$ cat src/rtl/seg_scan_decoder_pkg.sv
`default_nettype none
// ---------------------------------------------------------------------------
// seg_scan_decoder_pkg : shared sampler states, COM codes, 7-seg patterns  (rev 1.0)
// ---------------------------------------------------------------------------
package seg_scan_decoder_pkg;

  typedef enum logic [1:0] {
    WAIT_PHASE = 2'd0,
    SETTLE     = 2'd1,
    HOLD       = 2'd2
  } state_e;

  localparam logic [1:0] COM_BAD  = 2'b00;
  localparam logic [1:0] COM_TENS = 2'b01;
  localparam logic [1:0] COM_ONES = 2'b10;
  localparam logic [1:0] COM_IDLE = 2'b11;

  // Bit order g f e d c b a
  localparam logic [6:0] SEG_0    = 7'h3F;
  localparam logic [6:0] SEG_1    = 7'h06;
  localparam logic [6:0] SEG_2    = 7'h5B;
  localparam logic [6:0] SEG_3    = 7'h4F;
  localparam logic [6:0] SEG_4    = 7'h66;
  localparam logic [6:0] SEG_5    = 7'h6D;
  localparam logic [6:0] SEG_6    = 7'h7D;
  localparam logic [6:0] SEG_6_NT = 7'h7C;
  localparam logic [6:0] SEG_7    = 7'h07;
  localparam logic [6:0] SEG_8    = 7'h7F;
  localparam logic [6:0] SEG_9    = 7'h6F;
  localparam logic [6:0] SEG_9_NT = 7'h67;

endpackage
`default_nettype wire

$ cat src/rtl/seg7_to_bcd.sv
`default_nettype none
// ---------------------------------------------------------------------------
// seg7_to_bcd : combinational 7-segment pattern to BCD digit decoder  (rev 1.0)
// ---------------------------------------------------------------------------
module seg7_to_bcd (
  input  logic [6:0] seg_i,
  output logic [3:0] digit_o,
  output logic       ok_o
);
  import seg_scan_decoder_pkg::*;

  always_comb begin
    digit_o = 4'd0;
    ok_o    = 1'b1;
    case (seg_i)
      SEG_0:              digit_o = 4'd0;
      SEG_1:              digit_o = 4'd1;
      SEG_2:              digit_o = 4'd2;
      SEG_3:              digit_o = 4'd3;
      SEG_4:              digit_o = 4'd4;
      SEG_5:              digit_o = 4'd5;
      SEG_6, SEG_6_NT:    digit_o = 4'd6;
      SEG_7:              digit_o = 4'd7;
      SEG_8:              digit_o = 4'd8;
      SEG_9, SEG_9_NT:    digit_o = 4'd9;
      default:            ok_o    = 1'b0;
    endcase
  end

endmodule
`default_nettype wire

$ cat src/rtl/seg_scan_decoder.sv
`default_nettype none
// ---------------------------------------------------------------------------
// seg_scan_decoder : samples a 2-digit multiplexed 7-seg display into BCD  (rev 1.0)
// ---------------------------------------------------------------------------
module seg_scan_decoder #(
  parameter int STABLE_CYCLES  = 16,
  parameter int TIMEOUT_CYCLES = 1048576
) (
  input  logic       Sys_CLK,
  input  logic       Sys_RST,
  input  logic [7:0] SEG,
  input  logic [1:0] COM,
  output logic [3:0] Ten,
  output logic [3:0] One,
  output logic [7:0] Value,
  output logic       DP_H,
  output logic       DP_L,
  output logic       valid,
  output logic       update,
  output logic       err
);
  import seg_scan_decoder_pkg::*;

  localparam int CNT_W = (STABLE_CYCLES > 1) ? $clog2(STABLE_CYCLES) : 1;
  localparam int TO_W  = $clog2(TIMEOUT_CYCLES + 1);
  localparam logic [CNT_W-1:0] CNT_LAST = CNT_W'(STABLE_CYCLES - 1);
  localparam logic [TO_W-1:0]  TO_MAX   = TO_W'(TIMEOUT_CYCLES);

  logic [7:0] seg_m_q, seg_s_q, seg_p_q;
  logic [1:0] com_m_q, com_s_q, com_p_q;

  // Two-flop synchroniser plus one history stage for change detection
  always_ff @(posedge Sys_CLK or negedge Sys_RST) begin
    if (!Sys_RST) begin
      seg_m_q <= '0;
      seg_s_q <= '0;
      seg_p_q <= '0;
      com_m_q <= COM_IDLE;
      com_s_q <= COM_IDLE;
      com_p_q <= COM_IDLE;
    end else begin
      seg_m_q <= SEG;
      seg_s_q <= seg_m_q;
      seg_p_q <= seg_s_q;
      com_m_q <= COM;
      com_s_q <= com_m_q;
      com_p_q <= com_s_q;
    end
  end

  logic [3:0] w_dec_digit;
  logic       w_dec_ok;
  logic       w_changed;

  seg7_to_bcd u_dec (
    .seg_i   (seg_s_q[6:0]),
    .digit_o (w_dec_digit),
    .ok_o    (w_dec_ok)
  );

  assign w_changed = (seg_s_q != seg_p_q) || (com_s_q != com_p_q);

  state_e           state_q;
  logic [CNT_W-1:0] cnt_q;
  logic             err_q, drop_q, bad_q, cap_q, cap_ones_q, cap_dp_q;
  logic [3:0]       cap_dig_q;

  always_ff @(posedge Sys_CLK or negedge Sys_RST) begin
    if (!Sys_RST) begin
      state_q    <= WAIT_PHASE;
      cnt_q      <= '0;
      err_q      <= 1'b0;
      drop_q     <= 1'b0;
      bad_q      <= 1'b0;
      cap_q      <= 1'b0;
      cap_ones_q <= 1'b0;
      cap_dp_q   <= 1'b0;
      cap_dig_q  <= '0;
    end else begin
      err_q  <= 1'b0;
      drop_q <= 1'b0;
      bad_q  <= 1'b0;
      cap_q  <= 1'b0;
      if (com_s_q == COM_BAD) begin
        err_q   <= 1'b1;
        drop_q  <= 1'b1;
        state_q <= WAIT_PHASE;
        cnt_q   <= '0;
      end else begin
        case (state_q)
          WAIT_PHASE: begin
            if (com_s_q != COM_IDLE) begin
              state_q <= SETTLE;
              cnt_q   <= '0;
            end
          end
          SETTLE: begin
            if (com_s_q == COM_IDLE) begin
              state_q <= WAIT_PHASE;
            end else if (w_changed) begin
              cnt_q <= '0;
            end else if (cnt_q == CNT_LAST) begin
              state_q <= HOLD;
              if (w_dec_ok) begin
                cap_q      <= 1'b1;
                cap_ones_q <= (com_s_q == COM_ONES);
                cap_dig_q  <= w_dec_digit;
                cap_dp_q   <= seg_s_q[7];
              end else begin
                err_q  <= 1'b1;
                drop_q <= 1'b1;
                bad_q  <= 1'b1;
              end
            end else begin
              cnt_q <= cnt_q + CNT_W'(1);
            end
          end
          HOLD: begin
            if (com_s_q != com_p_q) state_q <= WAIT_PHASE;
          end
          default: state_q <= WAIT_PHASE;
        endcase
      end
    end
  end

  logic            tens_seen_q, ones_seen_q, tens_dp_q, ones_dp_q;
  logic [3:0]      tens_dig_q, ones_dig_q, ten_q, one_q;
  logic [7:0]      value_q, w_value;
  logic            dph_q, dpl_q, valid_q, update_q;
  logic [TO_W-1:0] to_cnt_q;
  logic            w_commit, w_diff;

  // tens*10 as tens*8 + tens*2, all in 8 bits
  assign w_value  = {1'b0, tens_dig_q, 3'b000} + {3'b000, tens_dig_q, 1'b0} + {4'b0000, ones_dig_q};
  assign w_commit = tens_seen_q && ones_seen_q;
  assign w_diff   = (w_value != value_q) || (tens_dp_q != dph_q) || (ones_dp_q != dpl_q);

  always_ff @(posedge Sys_CLK or negedge Sys_RST) begin
    if (!Sys_RST) begin
      tens_seen_q <= 1'b0;
      ones_seen_q <= 1'b0;
      tens_dig_q  <= '0;
      ones_dig_q  <= '0;
      tens_dp_q   <= 1'b0;
      ones_dp_q   <= 1'b0;
      ten_q       <= '0;
      one_q       <= '0;
      value_q     <= '0;
      dph_q       <= 1'b0;
      dpl_q       <= 1'b0;
      valid_q     <= 1'b0;
      update_q    <= 1'b0;
      to_cnt_q    <= '0;
    end else begin
      update_q <= 1'b0;
      if (to_cnt_q != TO_MAX) to_cnt_q <= to_cnt_q + TO_W'(1);
      if (w_commit) begin
        ten_q       <= tens_dig_q;
        one_q       <= ones_dig_q;
        value_q     <= w_value;
        dph_q       <= tens_dp_q;
        dpl_q       <= ones_dp_q;
        valid_q     <= 1'b1;
        update_q    <= !valid_q || w_diff;
        tens_seen_q <= 1'b0;
        ones_seen_q <= 1'b0;
        to_cnt_q    <= '0;
      end else if (to_cnt_q == TO_MAX) begin
        valid_q <= 1'b0;
      end
      if (drop_q) begin
        tens_seen_q <= 1'b0;
        ones_seen_q <= 1'b0;
      end else if (cap_q) begin
        if (cap_ones_q) begin
          ones_dig_q  <= cap_dig_q;
          ones_dp_q   <= cap_dp_q;
          ones_seen_q <= 1'b1;
        end else begin
          tens_dig_q  <= cap_dig_q;
          tens_dp_q   <= cap_dp_q;
          tens_seen_q <= 1'b1;
        end
      end
      if (bad_q) valid_q <= 1'b0;
    end
  end

  assign Ten    = ten_q;
  assign One    = one_q;
  assign Value  = value_q;
  assign DP_H   = dph_q;
  assign DP_L   = dpl_q;
  assign valid  = valid_q;
  assign update = update_q;
  assign err    = err_q;

endmodule
`default_nettype wire

$ cat config.mk
export PLATFORM = sky130hd
export DESIGN_NAME = seg_scan_decoder
export DESIGN_NICKNAME = d
export VERILOG_FILES = /design/src/rtl/seg_scan_decoder_pkg.sv /design/src/rtl/seg7_to_bcd.sv /design/src/rtl/seg_scan_decoder.sv
export SDC_FILE = /design/constraint.sdc
export NUM_CORES = 1
export LEC_CHECK = 0
export ABC_CLOCK_PERIOD_IN_PS = 4500
export BUFFER_PORTS_ARGS = -buffer_cell sky130_fd_sc_hd__buf_2
export CORE_ASPECT_RATIO = 1.25
export CORE_UTILIZATION = 57
export DETAILED_ROUTE_END_ITERATION = 8
export PLACE_DENSITY = 0.72
export SLEW_MARGIN = 20
export SYNTH_ARGS = -nofsm -noshare
export SYNTH_HDL_FRONTEND = slang
export SYNTH_HIERARCHICAL = 1
export SYNTH_SLANG_ARGS = --single-unit
$ cat constraint.sdc
create_clock -name Sys_CLK -period 4.5 [get_ports Sys_CLK]
set_input_delay 0.225 -clock Sys_CLK [delete_from_list [all_inputs] [get_ports Sys_CLK]]
set_output_delay 0.225 -clock Sys_CLK [all_outputs]
set_load 0.005 [all_outputs]
==> impl_metrics.py, run 1 <==
metrics = {
    "outcome": {
        "status": "finished clean",
    },
    "cells_and_area": {
        "layout-drive-gt1-share_pct": 17.7,
        "antenna_cells": 0,
        "num-fill-cells": 578,
        "nets": 464,
        "final_cell_mix": "91 x dfrtp_1, 61 x nand2_1, 31 x xnor2_1, 31 x buf_2, 22 x nor2_1",
        "area.growth.synth_to_final_pct": 12.4,
        "final_common_cell": "dfrtp_1",
    },
    "clocking": {
        "cts_tree": "built",
        "clockBufferDepth": 2,
        "clk_latency_ns": 0.36,
        "post-cts-setup-buffers": 0,
        "cts_resized": 0,
        "cts_root_buf": "clkbuf_8",
        "clk_pin_slew_ns": 0.09,
        "cts-buffers-inserted": 9,
        "cts_sinks": 97,
        "htree_levels": 3,
    },
    "floorplanning": {
        "die_w_microns": 80.4,
        "dieArea_sq_um": 8040,
        "placementRows": 35,
        "core_sq_um": 7400,
        "die_h_microns": 100,
        "initial_core_util_pct": 59.2,
        "io_pins": 33,
    },
    "sta": {
        "rsz0062_at_grt": "false",
        "fin_crit_sh_pct": 53.5,
        "slew_violations": 0,
        "slew_headroom_pct": 48.8,
        "fmax_mhz": 415,
        "hold_viol": 0,
        "final.setup_skew_ns": 0.0153,
        "fin_ws_ns": 2.09,
        "fin_setup_tns_ns": 0,
        "fin_hold_ws_ns": 0.355,
        "final-setup-viol-count": 0,
        "worstMarginPinSlew_ns": 0.768,
        "period_minus_slack_ns": 2.41,
    },
    "worst_hold_path": {
        "min_to": "seg_s_q[4]",
        "min-delay-start": "seg_m_q[4]",
        "hold_path.class": "reg2reg",
        "min_path_cells": 0,
    },
    "global_routing": {
        "overflow": 0,
        "antenna_found_initial": 0,
        "grt_usage_pct": 20.1,
        "grt_pass1_vias": 2779,
        "grt_start_max_net_pins": 63,
        "grt_pass1_wl_microns": 12400,
    },
    "synth": {
        "synth-edff-count": 0,
        "synth_nets": 416,
        "ys_ff_latch": 97,
        "ys_seq_area_share_pct": 55.6,
        "synth_area_sq_um": 4380,
        "yosysUniqueCellTypes": 52,
        "syn_inst": 388,
        "syn_avg_cell_area_sq_um": 11.3,
        "synth-main-ff-cell": "dfrtp_1",
        "yosys_warnings": 6,
        "synthArstFlopShare_pct": 100,
    },
    "placed_design": {
        "hpwl_microns": 5110,
        "dp_slack_ns": 2.14,
        "io_buffer_count": 32,
        "place_congestion": 0.791,
    },
    "worst_setup_path": {
        "crit_type": "reg2reg",
        "worstSetupStartpointType": "register",
        "reg2reg_slack_ns": 2.09,
        "critical_path_peak_fanout": 7,
        "cp.arrival_ns": 2.65,
        "worstPathRequired_ns": 4.74,
        "critPathCaptureType": "register",
        "r2r_start": "seg_s_q[5]",
        "reg2reg_to": "cap_dp_q",
        "reg2regPathDepth": 6,
    },
    "pwr": {
        "ir_drop_v": 0.000258,
        "p_leak_nw": 2.40,
        "p_per_area_nw_per_um2": 304,
    },
    "route": {
        "drt-total-wl_microns": 7390,
        "wl_per_cell_microns": 13.9,
        "drt_first_pass_iters": 4,
        "drtAntennaViolNets": 0,
        "dr_total_vias": 2939,
        "route.detailed.drc": 0,
        "drt-vias-per-instance": 5.51,
        "dr.first_iter.drc_count": 209,
    },
    "run": {
        "max_cap_viol_count": 0,
    },
}
-- critical path, stage by stage, from the launching register on --
cell and delay (ns):
dfrtp_1 0.48, nor4b_1 0.59, a2bb2oi_1 0.14, o211ai_1 0.21, and3_1 0.21, and3_1 0.31
mux2_1 0.35
-- cell families (layout without fill, tap and decap cells) --
logic type	after synthesis	in the layout	synth area share (%)
adder cells (fa/ha/maj)	17	17	5.14
multiplexers	20	20	5.06
AO/OA/AOI/OAI	40	40	5.49
flip-flops	97	97	55.6
XOR/XNOR	40	40	8.00
AND/OR/NAND/NOR	158	158	19.1
buffers and inverters	16	69	1.57
-- Yosys cell counts (all sizes together) (2+ instances only) --
master	number	share of area (%)
nor3	8	1.5
o21ai	15	1.7
nor4	7	1.1
nor2b	6	0.86
clkbuf	5	0.43
and4	2	0.46
nor2	22	1.9
or4	2	0.43
a21o	2	0.34
and3	6	0.86
mux2i	3	0.69
nand2	61	5.2
mux2	17	4.4
a21oi	12	1.4
xnor2	31	6.2
a31oi	2	0.29
ha	14	4.0
xor2	9	1.8
nor3b	2	0.46
or3	4	0.57
dfrtp	91	52
fa	2	0.91
o211ai	2	0.34
nor4b	3	0.60
nand2b	3	0.43
inv	8	0.69
dfstp	6	3.6
nand3	15	1.7
nand4	13	2.3
buf	3	0.46
-- stage by stage --
step	area, sq um	std cells	total power, mW	utilization [%]
after CTS	4920	533	1.51	66.5
after floorplan	4380	388	0.957	-
after global routing	4920	533	1.56	66.5
after global placement	4630	506	0.989	62.6
final	4920	533	1.50	66.5
after detailed placement	4630	506	0.992	62.6
-- sequential cells by signal, indices dropped and copies added (netlist names), 7 cells and up --
register,cells
Value,7
seg_s_q,8
to_cnt_q,21
seg_p_q,8
seg_m_q,8
-- layer usage --
layer / up-vias / global-route usage (%) / share of wire, %
met2: 45 / 34.7 / 51
met1: 1436 / 24.5 / 45
met5: - / 0 / 0
met3: 10 / 3.91 / 2.5
li1: 1448 / - / -
met4: 0 / 7.83 / 1.7
-- timing repair --
action | 4_1_cts | 5_1_grt
endpoints found under the setup margin | 0 | 0
hold endpoints to repair | 65 | 0
hold buffers | 11 | 0
-- area by class of cell --
| class | instances | area [sq um] | share of cell area (%) |
|---|---|---|---|
| repair buffers | 45 | 288 | 5.85 |
| clock buffers | 9 | 124 | 2.52 |
| inverters | 8 | 30.0 | 0.610 |
| flip-flops and latches | 97 | 2430 | 49.5 |
| clock inverters | 7 | 53.8 | 1.09 |
| multi-input cells | 275 | 1870 | 38.1 |
| well taps | 92 | 115 | 2.34 |
-- worst max path at each step --
stage | to | slack (ns) | cells after the start | from
finish | cap_dp_q | 2.09 | 6 | seg_s_q[5]
global route | cap_ones_q | 1.96 | 6 | seg_s_q[5]
CTS | cap_dp_q | 2.11 | 6 | seg_s_q[5]
detailed placement | cap_dp_q | 2.14 | 6 | seg_s_q[5]
global placement | update | 2.18 | 7 | tens_dig_q[0]
floorplan | update | 2.26 | 7 | tens_dig_q[0]
-- power by group --
group	internal (mW)	leakage (nW)	switching, mW
Clock	0.206	0.0875	0.308
Combinational	0.0309	1.05	0.0437
Sequential	0.890	1.26	0.0164
Power figures use the tool's default switching activity.
==> inputs of run 2 (changes only) <==
ABC_CLOCK_PERIOD_IN_PS = 2000   (was 4500)
CORE_UTILIZATION = 54   (was 57)
clock period = 2 ns   (was 4.5 ns; I/O delays follow)
==> run 2 against run 1 <==
Effect of this change: the run now ends with setup timing left; sequential power grew 120%; via count grew 5.5%; fmax rose by 8.9%; global-route usage rose by 0.95 points; die area up 5.4%; clock skew down 0.0010 ns; setup slack got worse by 2.3 ns; power rose by 130%; cell count rose by 6.0%; critical path depth up 1; critical path type unchanged.
==> impl_metrics.py, run 2 (synthesis gave the netlist of run 1 again) <==
metrics = {
    "sta": {
        "fin_setup_tns_ns": -0.459,
        "fin_ws_ns": -0.212,
        "fmax_mhz": 452,
        "rsz0062_at_grt": "true",
        "fin_crit_sh_pct": 111,
        "final-setup-viol-count": 3,
        "worstMarginPinSlew_ns": 0.645,
        "fin_hold_ws_ns": 0.177,
        "period_minus_slack_ns": 2.21,
        "final.setup_skew_ns": 0.0143,
        "hold_viol": 0,
        "slew_violations": 0,
        "slew_headroom_pct": 56.9,
    },
    "cells_and_area": {
        "final_cell_mix": "88 x dfrtp_1, 59 x nand2_1, 31 x buf_2, 31 x buf_4, 29 x xnor2_1",
        "area.growth.synth_to_final_pct": 19.9,
        "fin_util_pct": 67.0,
        "design_area_sq_um": 5250,
        "antenna_cells": 0,
        "num-fill-cells": 604,
        "final_common_cell": "dfrtp_1",
        "seq_area_sq_um": 2440,
        "layout-drive-gt1-share_pct": 27.2,
        "final_cell_count_no_fill": 565,
        "top_register": "to_cnt_q",
        "nets": 493,
        "largest_register_ffs": 21,
        "multiInputGateArea_sq_um": 1950,
    },
    "run": {
        "max_cap_viol_count": 0,
    },
    "pwr": {
        "p_per_area_nw_per_um2": 667,
        "ir_drop_v": 0.000581,
        "p_leak_nw": 2.57,
    },
    "clocking": {
        "cts_root_buf": "clkbuf_8",
        "cts-buffers-inserted": 9,
        "clk_pin_slew_ns": 0.10,
        "cts_tree": "built",
        "htree_levels": 3,
        "clk_latency_ns": 0.37,
        "cts_sinks": 97,
        "clockBufferDepth": 2,
    },
    "route": {
        "drt-vias-per-instance": 5.49,
        "dr_total_vias": 3100,
        "drt-total-wl_microns": 7950,
        "route.detailed.drc": 0,
        "dr.first_iter.drc_count": 129,
        "drt_first_pass_iters": 4,
        "drtAntennaViolNets": 0,
        "wl_per_cell_microns": 14.1,
    },
    "worst_setup_path": {
        "critPathCaptureType": "register",
        "crit_buf_inv": 0,
        "worstSetupStartpointType": "register",
        "cp.arrival_ns": 2.44,
        "cp_top_family": "adder cells",
        "crit_chain": "fa_1, fa_2, a21o_1, a21oi_2, xnor2_2, xnor2_1, a31oi_1",
        "critical_path_peak_fanout": 2,
        "max_stage_delay_ns": 0.53,
        "crit_type": "reg2reg",
        "worstPathRequired_ns": 2.23,
        "cp_slowest_cell": "fa_1",
    },
    "floorplanning": {
        "initial_core_util_pct": 55.9,
        "core_sq_um": 7840,
        "dieArea_sq_um": 8470,
        "placementRows": 36,
        "die_w_microns": 82.5,
        "io_pins": 33,
        "die_h_microns": 103,
    },
    "worst_hold_path": {
        "hold_path.class": "in2async",
    },
    "placed_design": {
        "hpwl_microns": 5590,
        "place_congestion": 0.779,
        "placed_area_sq_um": 4860,
        "io_buffer_count": 32,
        "dp.cells": 535,
    },
    "global_routing": {
        "antenna_found_initial": 0,
        "grt_start_max_net_pins": 52,
        "overflow": 0,
        "grt_pass1_wl_microns": 13300,
        "grt_usage_pct": 21.0,
        "grt_pass1_vias": 3003,
    },
    "outcome": {
        "violations": "setup timing",
        "status": "finished, violations left",
    },
}
==> run 2: changes by cell type in the layout (fill, tap and decap cells not counted), moves of 3 or more <==
cell	before	now
dfrtp_1	91	88
a21oi_1	12	9
dfrtp_2	0	3
mux2_1	6	0
buf_4	3	31
a21oi_2	0	3
mux2_4	0	6
==> run 2: repair_timing <==
action | in CTS | in global routing
pin swaps | 3 | 3
gates resized for setup | 10 | 7
endpoints found under the setup margin | 10 | 13
hold buffers | 11 | 0
endpoints found under the hold margin | 36 | 0
setup buffers | 1 | 2
==> run 2: worst reg2reg max path, delay by kind of cell, from the launching register on <==
family | cells | cell delay (ns)
adder cells (fa/ha/maj) | 2 | 0.92
flip-flops | 1 | 0.42
AO/OA/AOI/OAI | 3 | 0.44
XOR/XNOR | 2 | 0.28
==> run 2: per-layer routing <==
layer	global-route usage, %	vias to the layer above	share of wire, %
li1	-	1503	-
met1	24.8	1538	44
met2	36.3	47	52
met3	5.66	12	2.6
met4	8.09	0	1.7
met5	0	-	0
==> run 2: cell type report <==
cell class / instances / area share, %
clock buffers: 9 / 2.36
clock inverters: 7 / 1.29
repair buffers: 74 / 9.87
inverters: 8 / 0.572
multi-input cells: 275 / 37.2
flip-flops and latches: 97 / 46.5
well taps: 95 / 2.27
==> run 2: power breakdown <==
part,leakage (nW),total [mW],switching [mW],internal (mW)
Clock,0.104,1.26,0.684,0.578
Combinational,1.20,0.209,0.115,0.0939
Sequential,1.26,2.03,0.0265,2.00
==> run 2: final timing paths <==
| check | from | end | slack, ns | depth (start not counted) |
|---|---|---|---|---|
| worst min-delay path | Sys_RST | Value[4] | 0.18 | 2 |
| worst max register to register | tens_dig_q[2] | update | -0.21 | 7 |
| worst max-delay path | tens_dig_q[2] | update | -0.21 | 7 |
| max in group asynchronous | Sys_RST | com_p_q[0] | 1.20 | 3 |
| worst min register to register | seg_m_q[0] | seg_s_q[0] | 0.35 | 0 |
| min in group Sys_CLK | seg_m_q[0] | seg_s_q[0] | 0.35 | 0 |
==> run 2: stage by stage <==
step	power, mW	setup slack (ns)
after global routing	3.65	-0.295
after global placement	2.25	-0.134
after CTS	3.54	-0.185
after detailed placement	2.26	-0.165
after floorplan	2.15	-0.0489
final	3.50	-0.212
==> inputs of run 3 (changes only) <==
CAP_MARGIN = 20   (was default)
REMOVE_ABC_BUFFERS = 1   (was default)
==> run 3 against run 2 <==
Effect of this change: the flow still finishes with violations (setup timing); non-clock buffer count up 2; first-iteration DRC count is 37% higher; hold slack better by 0.034 ns; via count is 1.5% higher; routed wire length is 7.0% higher; global-route usage increased by 0.13 points; register-to-register slack worse by 0.03 ns; combinational power is 9% higher; power up 5.2%; sequential cell count stayed put; count of clock-buffer cells in the layout rose by 1; cell area increased by 2.3%; critical endpoint unchanged.
==> impl_metrics.py, run 3 (synthesis gave the netlist of run 1 again) <==
metrics = {
    "worst_setup_path": {
        "crit_chain": "fa_2, fa_2, xnor2_1, xnor2_1, nor4_2, a31oi_1",
        "reg2reg_slack_ns": -0.24,
        "critPathCaptureType": "register",
        "worstSetupStartpointType": "register",
        "crit_type": "reg2reg",
        "max_stage_delay_ns": 0.54,
        "worstPathRequired_ns": 2.23,
        "critical_path_peak_fanout": 2,
        "cp.arrival_ns": 2.46,
        "cp_slowest_cell": "fa_2",
    },
    "sta": {
        "rsz0062_at_grt": "true",
        "slew_headroom_pct": 57.7,
        "fin_ws_ns": -0.238,
        "worstMarginPinSlew_ns": 0.633,
        "period_minus_slack_ns": 2.24,
        "hold_viol": 0,
        "fmax_mhz": 447,
        "final.setup_skew_ns": 0.0115,
        "slew_violations": 0,
        "final-setup-viol-count": 10,
        "fin_crit_sh_pct": 112,
        "fin_setup_tns_ns": -0.774,
    },
    "route": {
        "drt-vias-per-instance": 5.55,
        "route.detailed.drc": 0,
        "drt_first_pass_iters": 4,
        "drtAntennaViolNets": 0,
        "drt-total-wl_microns": 8510,
        "dr_total_vias": 3146,
        "dr.first_iter.drc_count": 177,
        "wl_per_cell_microns": 15.0,
    },
    "floorplanning": {
        "core_sq_um": 7840,
        "placementRows": 36,
        "dieArea_sq_um": 8470,
        "io_pins": 33,
        "initial_core_util_pct": 55.9,
        "die_w_microns": 82.5,
        "die_h_microns": 103,
    },
    "global_routing": {
        "overflow": 0,
        "met1_usage_pct": 24.3,
        "grt_start_max_net_pins": 65,
        "grt_pass1_vias": 2945,
        "antenna_found_initial": 0,
        "busiest_layer": "met2",
        "grtUsageMet3_pct": 3.19,
        "use_met2_pct": 36.2,
        "grt_pass1_wl_microns": 13200,
        "grt_usage_pct": 21.1,
    },
    "clocking": {
        "cts_sinks": 97,
        "htree_levels": 3,
        "cts_tree": "built",
        "clk_pin_slew_ns": 0.09,
        "clk_latency_ns": 0.37,
        "clockBufferDepth": 2,
        "cts_root_buf": "clkbuf_8",
        "cts-buffers-inserted": 9,
    },
    "worst_hold_path": {
        "hold_path.class": "in2async",
    },
    "placed_design": {
        "io_buffer_count": 32,
        "hpwl_microns": 5540,
        "place_congestion": 0.760,
    },
    "cells_and_area": {
        "final_cell_mix": "88 x dfrtp_1, 60 x nand2_1, 32 x buf_4",
        "largest_register_ffs": 21,
        "num-fill-cells": 578,
        "nets": 495,
        "layout-drive-gt1-share_pct": 28.6,
        "top_register": "to_cnt_q",
        "area.growth.synth_to_final_pct": 22.7,
        "fin_util_pct": 68.5,
        "final_common_cell": "dfrtp_1",
        "antenna_cells": 0,
    },
    "pwr": {
        "p_leak_nw": 2.59,
        "switching_share_pct": 22.7,
        "pwr-share-clk_pct": 38.6,
        "p_per_area_nw_per_um2": 686,
        "power.sequential.fraction_pct": 55.2,
        "p_comb_share_pct": 6.2,
        "p_int_mw": 2.85,
        "p_sw_mw": 0.837,
        "ir_drop_v": 0.000545,
    },
    "outcome": {
        "violations": "setup timing",
        "status": "finished, violations left",
    },
    "run": {
        "max_cap_viol_count": 0,
    },
}
## run 3: cell types whose count changed in the layout (fill, tap and decap cells not counted), moves of 2 or more
cell / delta
clkinv_2: -3
ha_1: -2
ha_4: +2
nor4_4: +2
## run 3: path summary, 6_finish.rpt
check | startpoint | end | cells after the start
worst max-delay path | ones_dig_q[3] | update | 6
worst min-delay path | Sys_RST | to_cnt_q[16] | 2
worst max register to register | ones_dig_q[3] | update | 6
worst min register to register | seg_m_q[0] | seg_s_q[0] | 0
max in group asynchronous | Sys_RST | com_m_q[1] | 3
min in group Sys_CLK | seg_m_q[0] | seg_s_q[0] | 0
## run 3: what timing repair did
action	CTS	global route
endpoints found under the setup margin	10	13
gates cloned	0	0
setup buffers	4	3
hold buffers	11	0
pin swaps	18	5
resized for setup	14	20
endpoints found under the hold margin	43	0
## run 3: worst max-delay path: cells and delay by family, from the launching register on
family | cells | cell delay (ns)
fa+ha+maj | 2 | 0.91
flops | 1 | 0.43
xor+xnor | 2 | 0.39
simple gates | 1 | 0.27
compound gates | 1 | 0.11
## run 3: metrics by stage
step	total power [mW]	setup WS [ns]	hold WS [ns]	area (sq um)	cells
final	3.68	-0.238	0.211	5370	567
after global routing	3.81	-0.356	0.266	5370	567
after CTS	3.69	-0.184	0.224	5250	564
after detailed placement	2.26	-0.376	0.0823	4830	533
after global placement	2.25	-0.292	0.0702	4830	533
after floorplan	2.15	-0.249	-0.196	4340	380
## run 3: final cells by class
cell class	instances	area (sq um)	share of cell area (%)
inverters	8	30.0	0.559
well taps	95	119	2.21
flip-flops and latches	97	2440	45.4
multi-input cells	275	2020	37.6
clock inverters	6	90.1	1.68
repair buffers	76	537	10.0
clock buffers	10	138	2.56
## run 3: power groups by stage
stage	Sequential, mW	Combinational (mW)	Clock, mW
final	2.03	0.228	1.42
after global routing	2.04	0.253	1.52
after CTS	2.03	0.212	1.45
after detailed placement	2.07	0.190	0
after global placement	2.07	0.184	0
after floorplan	2.07	0.0846	0
## run 3: metal layers
metal	vias up	part of all wire [%]	wire length, microns
li1	1499	-	-
met3	28	2.5	209
met4	0	4.2	361
met2	73	50	4290
met5	-	0	0
met1	1546	43	3650
